<file path="config.mk">
export PLATFORM = sky130hd
export DESIGN_NAME = nvram_ioctl
export DESIGN_NICKNAME = d
export VERILOG_FILES = /design/src/rtl/nvram_ioctl.sv
export SDC_FILE = /design/constraint.sdc
export NUM_CORES = 1
export LEC_CHECK = 0
export ABC_AREA = 1
export ABC_CLOCK_PERIOD_IN_PS = 1800
export CORE_ASPECT_RATIO = 0.8
export CORE_MARGIN = 3
export CORE_UTILIZATION = 33
export CTS_CLUSTER_DIAMETER = 120
export DETAILED_ROUTE_END_ITERATION = 10
export GPL_ROUTABILITY_DRIVEN = 0
export PLACE_DENSITY = 0.8
export SYNTH_ARGS = -nofsm -noshare
export SYNTH_HDL_FRONTEND = slang
export SYNTH_SLANG_ARGS = --single-unit
export TNS_END_PERCENT = 50
</file>
<file path="constraint.sdc">
create_clock -name clk_sys -period 1.8 [get_ports clk_sys]
set_input_delay 0.45 -clock clk_sys [delete_from_list [all_inputs] [get_ports clk_sys]]
set_output_delay 0.45 -clock clk_sys [all_outputs]
set_load 0.01 [all_outputs]
</file>
<file path="src/rtl/nvram_ioctl.sv">
// Bridge between the hps_io ioctl channel and the 1024 x 4-bit CMOS RAM: NVRAM download/upload plus CPU arbitration.
// Define NVRAM_UPLOAD_EN to build the upload path; without it only downloads touch the RAM.
module nvram_ioctl #(
   parameter int          ADDR_W   = 10,
   parameter logic [15:0] NV_INDEX = 16'd4
) (
   input  logic              clk_sys,
   input  logic              reset_n,
   input  logic              ioctl_download,
   input  logic              ioctl_upload,
   input  logic              ioctl_wr,
   input  logic              ioctl_rd,
   input  logic [24:0]       ioctl_addr,
   input  logic [7:0]        ioctl_dout,
   input  logic [15:0]       ioctl_index,
   output logic [7:0]        ioctl_din,
   output logic              ioctl_wait,
   input  logic [ADDR_W-1:0] cpu_addr,
   input  logic              cpu_we,
   input  logic [3:0]        cpu_din,
   output logic [ADDR_W-1:0] ram_addr,
   output logic              ram_we,
   output logic [3:0]        ram_d,
   input  logic [3:0]        ram_q,
   output logic              pause_req,
   output logic              nv_dirty
);

`ifdef NVRAM_UPLOAD_EN
   typedef enum logic [2:0] {IDLE, DN_WR, UP_ADDR, UP_LAT, UP_CAP} state_t;
`else
   typedef enum logic {IDLE, DN_WR} state_t;
`endif

   state_t            state_q, state_d;
   logic              own_q, own_d;
   logic              wr_pend_q, wr_pend_d;
   logic              in_range_q, in_range_d;
   logic              acc_q, acc_d;
   logic              dirty_q, dirty_d;
   logic [ADDR_W-1:0] addr_q, addr_d;
   logic [3:0]        data_q, data_d;

   logic              active, go, wr_strobe, any_strobe, fsm_we;

`ifdef NVRAM_UPLOAD_EN
   logic              rd_pend_q, rd_pend_d;
   logic [7:0]        din_q, din_d;
   logic              rd_strobe;
   logic              unused_ok;

   assign rd_strobe  = active & ioctl_upload & ioctl_rd;
   assign any_strobe = wr_strobe | rd_strobe;
   assign unused_ok  = &{1'b0, ioctl_dout[7:4]};
`else
   logic              unused_ok;

   assign any_strobe = wr_strobe;
   assign unused_ok  = &{1'b0, ioctl_rd, ram_q, ioctl_dout[7:4]};
`endif

   assign active    = (ioctl_download | ioctl_upload) & (ioctl_index == NV_INDEX);
   assign wr_strobe = active & ioctl_wr;
   // Accesses start only while the transfer is still live, so a pending strobe dies with own.
   assign go        = own_q & active;

   always_comb begin
      // NOTE: every output of this block gets a default first so no latch is inferred.
      state_d    = state_q;
      wr_pend_d  = wr_pend_q;
      in_range_d = in_range_q;
      addr_d     = addr_q;
      data_d     = data_q;
      acc_d      = acc_q;
      dirty_d    = dirty_q;
      fsm_we     = 1'b0;
`ifdef NVRAM_UPLOAD_EN
      rd_pend_d  = rd_pend_q;
      din_d      = din_q;
`endif
      // An in-flight access keeps ownership until it has finished.
      own_d      = active | (own_q & (state_q != IDLE));

      if (any_strobe) begin
         addr_d     = ioctl_addr[ADDR_W-1:0];
         in_range_d = (ioctl_addr[24:ADDR_W] == '0);
         data_d     = ioctl_dout[3:0];
         wr_pend_d  = wr_strobe;
`ifdef NVRAM_UPLOAD_EN
         rd_pend_d  = rd_strobe;
`endif
      end

      case (state_q)
         IDLE: begin
            if (go) begin
               if (wr_strobe) begin
                  state_d   = DN_WR;
                  wr_pend_d = 1'b0;
`ifdef NVRAM_UPLOAD_EN
                  rd_pend_d = 1'b0;
               end else if (rd_strobe) begin
                  state_d   = UP_ADDR;
                  wr_pend_d = 1'b0;
                  rd_pend_d = 1'b0;
`endif
               end else if (wr_pend_q) begin
                  state_d   = DN_WR;
                  wr_pend_d = 1'b0;
`ifdef NVRAM_UPLOAD_EN
               end else if (rd_pend_q) begin
                  state_d   = UP_ADDR;
                  rd_pend_d = 1'b0;
`endif
               end
            end
         end
         DN_WR: begin
            fsm_we  = in_range_q;
            acc_d   = acc_q | in_range_q;
            state_d = IDLE;
         end
`ifdef NVRAM_UPLOAD_EN
         UP_ADDR: state_d = UP_LAT;
         UP_LAT: begin
            // ram_q now holds the word addressed during UP_ADDR.
            din_d   = in_range_q ? {4'h0, ram_q} : 8'h00;
            acc_d   = acc_q | in_range_q;
            state_d = UP_CAP;
         end
         UP_CAP:  state_d = IDLE;
`endif
         default: state_d = IDLE;
      endcase

      if (cpu_we & ~own_q) begin
         dirty_d = 1'b1;
      end

      if (own_q & ~own_d) begin
         wr_pend_d = 1'b0;
`ifdef NVRAM_UPLOAD_EN
         rd_pend_d = 1'b0;
`endif
         acc_d     = 1'b0;
         if (acc_q) begin
            dirty_d = 1'b0;
         end
      end
   end

   always_ff @(posedge clk_sys or negedge reset_n) begin
      if (!reset_n) begin
         state_q    <= IDLE;
         own_q      <= 1'b0;
         wr_pend_q  <= 1'b0;
         in_range_q <= 1'b0;
         addr_q     <= '0;
         data_q     <= 4'h0;
         acc_q      <= 1'b0;
         dirty_q    <= 1'b0;
`ifdef NVRAM_UPLOAD_EN
         rd_pend_q  <= 1'b0;
         din_q      <= 8'h00;
`endif
      end else begin
         // NOTE: non-blocking assignments so every register samples the pre-edge values.
         state_q    <= state_d;
         own_q      <= own_d;
         wr_pend_q  <= wr_pend_d;
         in_range_q <= in_range_d;
         addr_q     <= addr_d;
         data_q     <= data_d;
         acc_q      <= acc_d;
         dirty_q    <= dirty_d;
`ifdef NVRAM_UPLOAD_EN
         rd_pend_q  <= rd_pend_d;
         din_q      <= din_d;
`endif
      end
   end

   assign ram_addr  = own_q ? addr_q : cpu_addr;
   assign ram_we    = own_q ? fsm_we : cpu_we;
   assign ram_d     = own_q ? data_q : cpu_din;
   assign pause_req = own_q;
   assign nv_dirty  = dirty_q;

`ifdef NVRAM_UPLOAD_EN
   assign ioctl_din  = din_q;
   assign ioctl_wait = rd_strobe | rd_pend_q | (state_q == UP_ADDR) | (state_q == UP_LAT);
`else
   assign ioctl_din  = 8'h00;
   assign ioctl_wait = 1'b0;
`endif

endmodule
</file>
After elaboration in Yosys (flattened, before gate mapping). Index checks and enable logic that the tools add are counted.

Equality and inequality tests: 1. Muxes and demuxes: 19. Bitwise gates (word level): 12. Reductions and logical operators: 2.

Operators by type and width (number): equality test 16 x 3 -> 1 bit, second input constant (1); 2-to-1 mux 1 bit (16); logical NOT 15 bit (1); 2-to-1 mux 10 bit (1); bitwise AND 1 bit (6); 2-to-1 mux 4 bit (1); NOT 1 bit (3); bitwise OR 1 bit (3); case mux 1 bit (2 select lines) (1); nonzero test 2 bit (1).

Bits in registers: 20. Output and inout bits: 26. Logic and storage cells: 42.

Logic depth before layout (Yosys ltp).
Word-level depth: 9. Mapped depth: 9. Depth with buffers taken out: 8.

Worst setup path after synthesis. OpenSTA, ideal clock, no wires.

Kind: register to output. Start: reg own_q, in the netlist pause_req. End: out ram_addr[0]. Arrival: 1.098 ns. Setup slack: 0.252 ns. Cell stages (with the launch flop): 6. Path through: dfrtp_1 buf_2 inv_2 clkbuf_1 nand2_1 nand2_1.

Word-level cells in the longest chain between the ends: 1.

Ends and longest elaborated chain: start, declared (line 36) `logic own_q, own_d;`; start signal, assigned (line 169) `own_q <= own_d;`; 2-to-1 mux 10 bit (line 183) `assign ram_addr = own_q ? addr_q : cpu_addr;`; end, declared (line 21) `output logic [ADDR_W-1:0] ram_addr,`.

No other way between the ends.

Worst setup path after layout.
Start: in cpu_we. End: out ram_we.

Word-level cells in the longest chain between the ends: 1.

Ends and longest elaborated chain: start, declared (line 19) `input logic cpu_we,`; 2-to-1 mux 1 bit (line 184) `assign ram_we = own_q ? fsm_we : cpu_we;`; end, declared (line 22) `output logic ram_we,`.

No other way between the ends.

==> out/metrics.csv <==
stage;metric;value;unit
global_route;grt_pass1_vias;1283;
timing;period_minus_slack;1.75;ns
floorplanning;io_pins;100;
cts;htree_levels;1;
route;antenna_left;0;
route;drtIter0Drc;51;
global_route;grt_overflow;0;
yosys;synthArstFlopShare;100;%
setup_path;regToRegEndpoint;state_q;
setup_path;cp_top_family;buffers and inverters;
placed_design;dp.final_hpwl;2770;um
floorplanning;rows;19;
power;seqPwrFrac;44.2;%
yosys;syn_avg_cell_area;6.83;um2
cts;numClockSinks;20;
route;dr_wl_met2;1660;um
yosys;synth_edf_count;0;
setup_path;critPathSlowestCell;clkdlybuf4s50_1;
cts;cts-root-buf;clkbuf_8;
route;topRoutingLayerUsed;met4;
finish;drive_gt1_share;11.0;%
cts;clockBufferDepth;2;
power;ir_drop;0.000408;V
power;powerDensity;462;nW/um2
run_status;outcome;finished clean;
setup_path;cp.depth;4;
global_route;grtUsageTotal;15.5;%
finish;layout_common_cells;nand2_1, clkdlybuf4s50_1, dfrtp_1;
floorplanning;start_util;35.7;%
worst_hold_path;holdPathEnd;addr_q[0];
route;met1_length;1420;um
setup_path;crit_buf_inv;2;
global_route;grt_max_degree;21;
setup_path;path_class;primary input to output port;
yosys;synthFlopType;dfrtp_1;
cts;cts_setup_buffers;0;
finish;fill_cells;333;
power;p_int;0.801;mW
placed_design;portBuffers;81;
setup_path;r2r_slack;0.57;ns
yosys;synth.distinct_cells;20;
yosys;syn-cell-area;1260;um2
setup_path;cp.required;1.35;ns
timing;period_share;97.3;%
yosys;synthCells;185;
worst_hold_path;min_path_type;flop to flop;
route;route.met3.wl;238;um
route;wire_per_inst;10.6;um
yosys;yosys_warnings;0;
power;power_switching;0.216;mW
timing;slew_violations;0;
route;drcViolationCount;0;
route;drt_wl_total;3340;um
worst_hold_path;worstHoldStart;addr_q[0];
floorplanning;core;3540;um2
setup_path;rr_startpoint;pause_req;
setup_path;crit_fanout;2;
finish;layout_commonest_cell;nand2_1;
setup_path;start_kind;primary input;
power;leakage;1.12;nW
finish;area_growth;74.3;%
setup_path;worst_ep_arrival_time;1.30;ns
route;vias_per_cell;4.29;
setup_path;cp-startpoint;cpu_we;
global_route;grt_pass1_wl;5550;um
setup_path;rr_worst_depth;5;
finish;final_cells;315;
timing;rsz0062_at_grt;no;
yosys;synth_seq_cells;20;
power;power;1.02;mW
yosys;seq_area_frac_synth;39.6;%
power;netSwitchingFraction;21.2;%
timing;fin_ws;0.0481;ns
power;power_frac_comb;23.1;%
job;maxCapViolations;0;
cts;cts_tree;built;
cts;cts_buffers;3;
finish;antenna_cells;0;
floorplanning;die_area;4610;um2
setup_path;path_common_cell;nand2_1;
timing;finClkSkew;0.000742;ns
cts;clk_latency;0.25;ns
timing;setup_violations;0;
floorplanning;die_h;61.4;um
route;drtPass1Iterations;4;
power;power_frac_clock;32.7;%
worst_hold_path;worstHoldPathCells;2;
route;vias;1352;
placed_design;place_inst;311;
finish;final_util;62.2;%
setup_path;cp-end-kind;output port;
timing;finalHoldViolations;0;
setup_path;crit_path_max_incr_delay;0.48;ns
floorplanning;dieWidth;75.2;um
finish;nets;348;
cts;hold_buffers;0;
placed_design;dp_slack;-0.231;ns
global_route;antenna_found_initial;0;
timing;max_freq;0.571;GHz
setup_path;crit_chain;clkdlybuf4s50_1 > nand2_1 > nand2_1 > dlygate4sd2_1;
cts;clk_pin_slew;0.07;ns
## repair_timing
action                                  in CTS  in global routing
hold endpoints to repair                     0                  0
endpoints found under the setup margin      16                 12
resized for setup                           17                 13
## power groups by stage
| stage | Combinational, mW | Clock [mW] | Sequential [mW] |
|---|---|---|---|
| floorplan | 0.0698 | 0 | 0.458 |
| global placement | 0.244 | 0 | 0.458 |
| detailed placement | 0.247 | 0 | 0.458 |
| CTS | 0.235 | 0.343 | 0.449 |
| global route | 0.257 | 0.358 | 0.449 |
| finish | 0.235 | 0.332 | 0.449 |
## per-stage QoR
step | TNS [ns] | area, um2 | hold slack, ns
2_1_floorplan | 0 | 1290 | 0.154
3_3_place_gp | -2.73 | 2150 | 0.462
3_5_place_dp | -3.36 | 2150 | 0.465
4_1_cts | 0 | 2190 | 0.484
5_1_grt | 0 | 2200 | 0.518
6_report | 0 | 2200 | 0.480
## state kept, by name (all words and copies together), names as in the netlist
register and count:
state_q 1, in_range_q 1, nv_dirty 1, pause_req 1, wr_pend_q 1, data_q 4, acc_q 1, addr_q 10
## tightest hold or removal path, stage by stage (launching register included)
cell     delay (ns)
dfrtp_1        0.34
nand2_1        0.05
nand2_1        0.05
## final cells by class
| cell class | instances | area, um2 | share of cell area [%] |
|---|---|---|---|
| sequential | 20 | 500 | 22.7 |
| timing repair buffer | 90 | 897 | 40.7 |
| multi-input combinational | 149 | 659 | 29.9 |
| tap | 42 | 52.6 | 2.39 |
| clock buffer | 4 | 55.1 | 2.50 |
| inverter | 10 | 37.5 | 1.70 |
## how the worst max path moves through the flow
stage | to | slack (ns)
final | ram_we | 0.05
after global routing | ram_we | 0.002
after CTS | ram_we | 0.04
after detailed placement | ram_we | -0.23
after global placement | ram_we | -0.23
after floorplan | ram_addr[0] | 0.25
## logic make-up after synthesis
logic type | Yosys count | share of synthesized area, %
compound gates | 5 | 1.98
buf+inv | 24 | 10.6
other cells | 1 | 0.297
flops | 20 | 39.6
simple gates | 135 | 47.5
## per-layer routing
metal	global-route usage (%)	vias up
met3	4.73	4
met2	28.3	42
met1	18.7	586
li1	-	720
met4	1.50	0
met5	0	-
## synthesized netlist by cell type (2+ instances only)
master	instances	area share (%)
clkbuf_1	2	0.59
nand3_1	4	1.6
nor2_1	18	5.3
buf_2	2	0.79
inv_2	4	1.2
nand2_1	97	29
nand4_1	3	1.5
nor2_4	2	1.8
inv_1	6	1.8
buf_4	9	5.3
dfrtp_1	20	40
a21oi_1	5	2.0
nor2_2	3	1.5
nand2_2	4	2.0
Note: power is estimated with default switching activity, not from simulation.
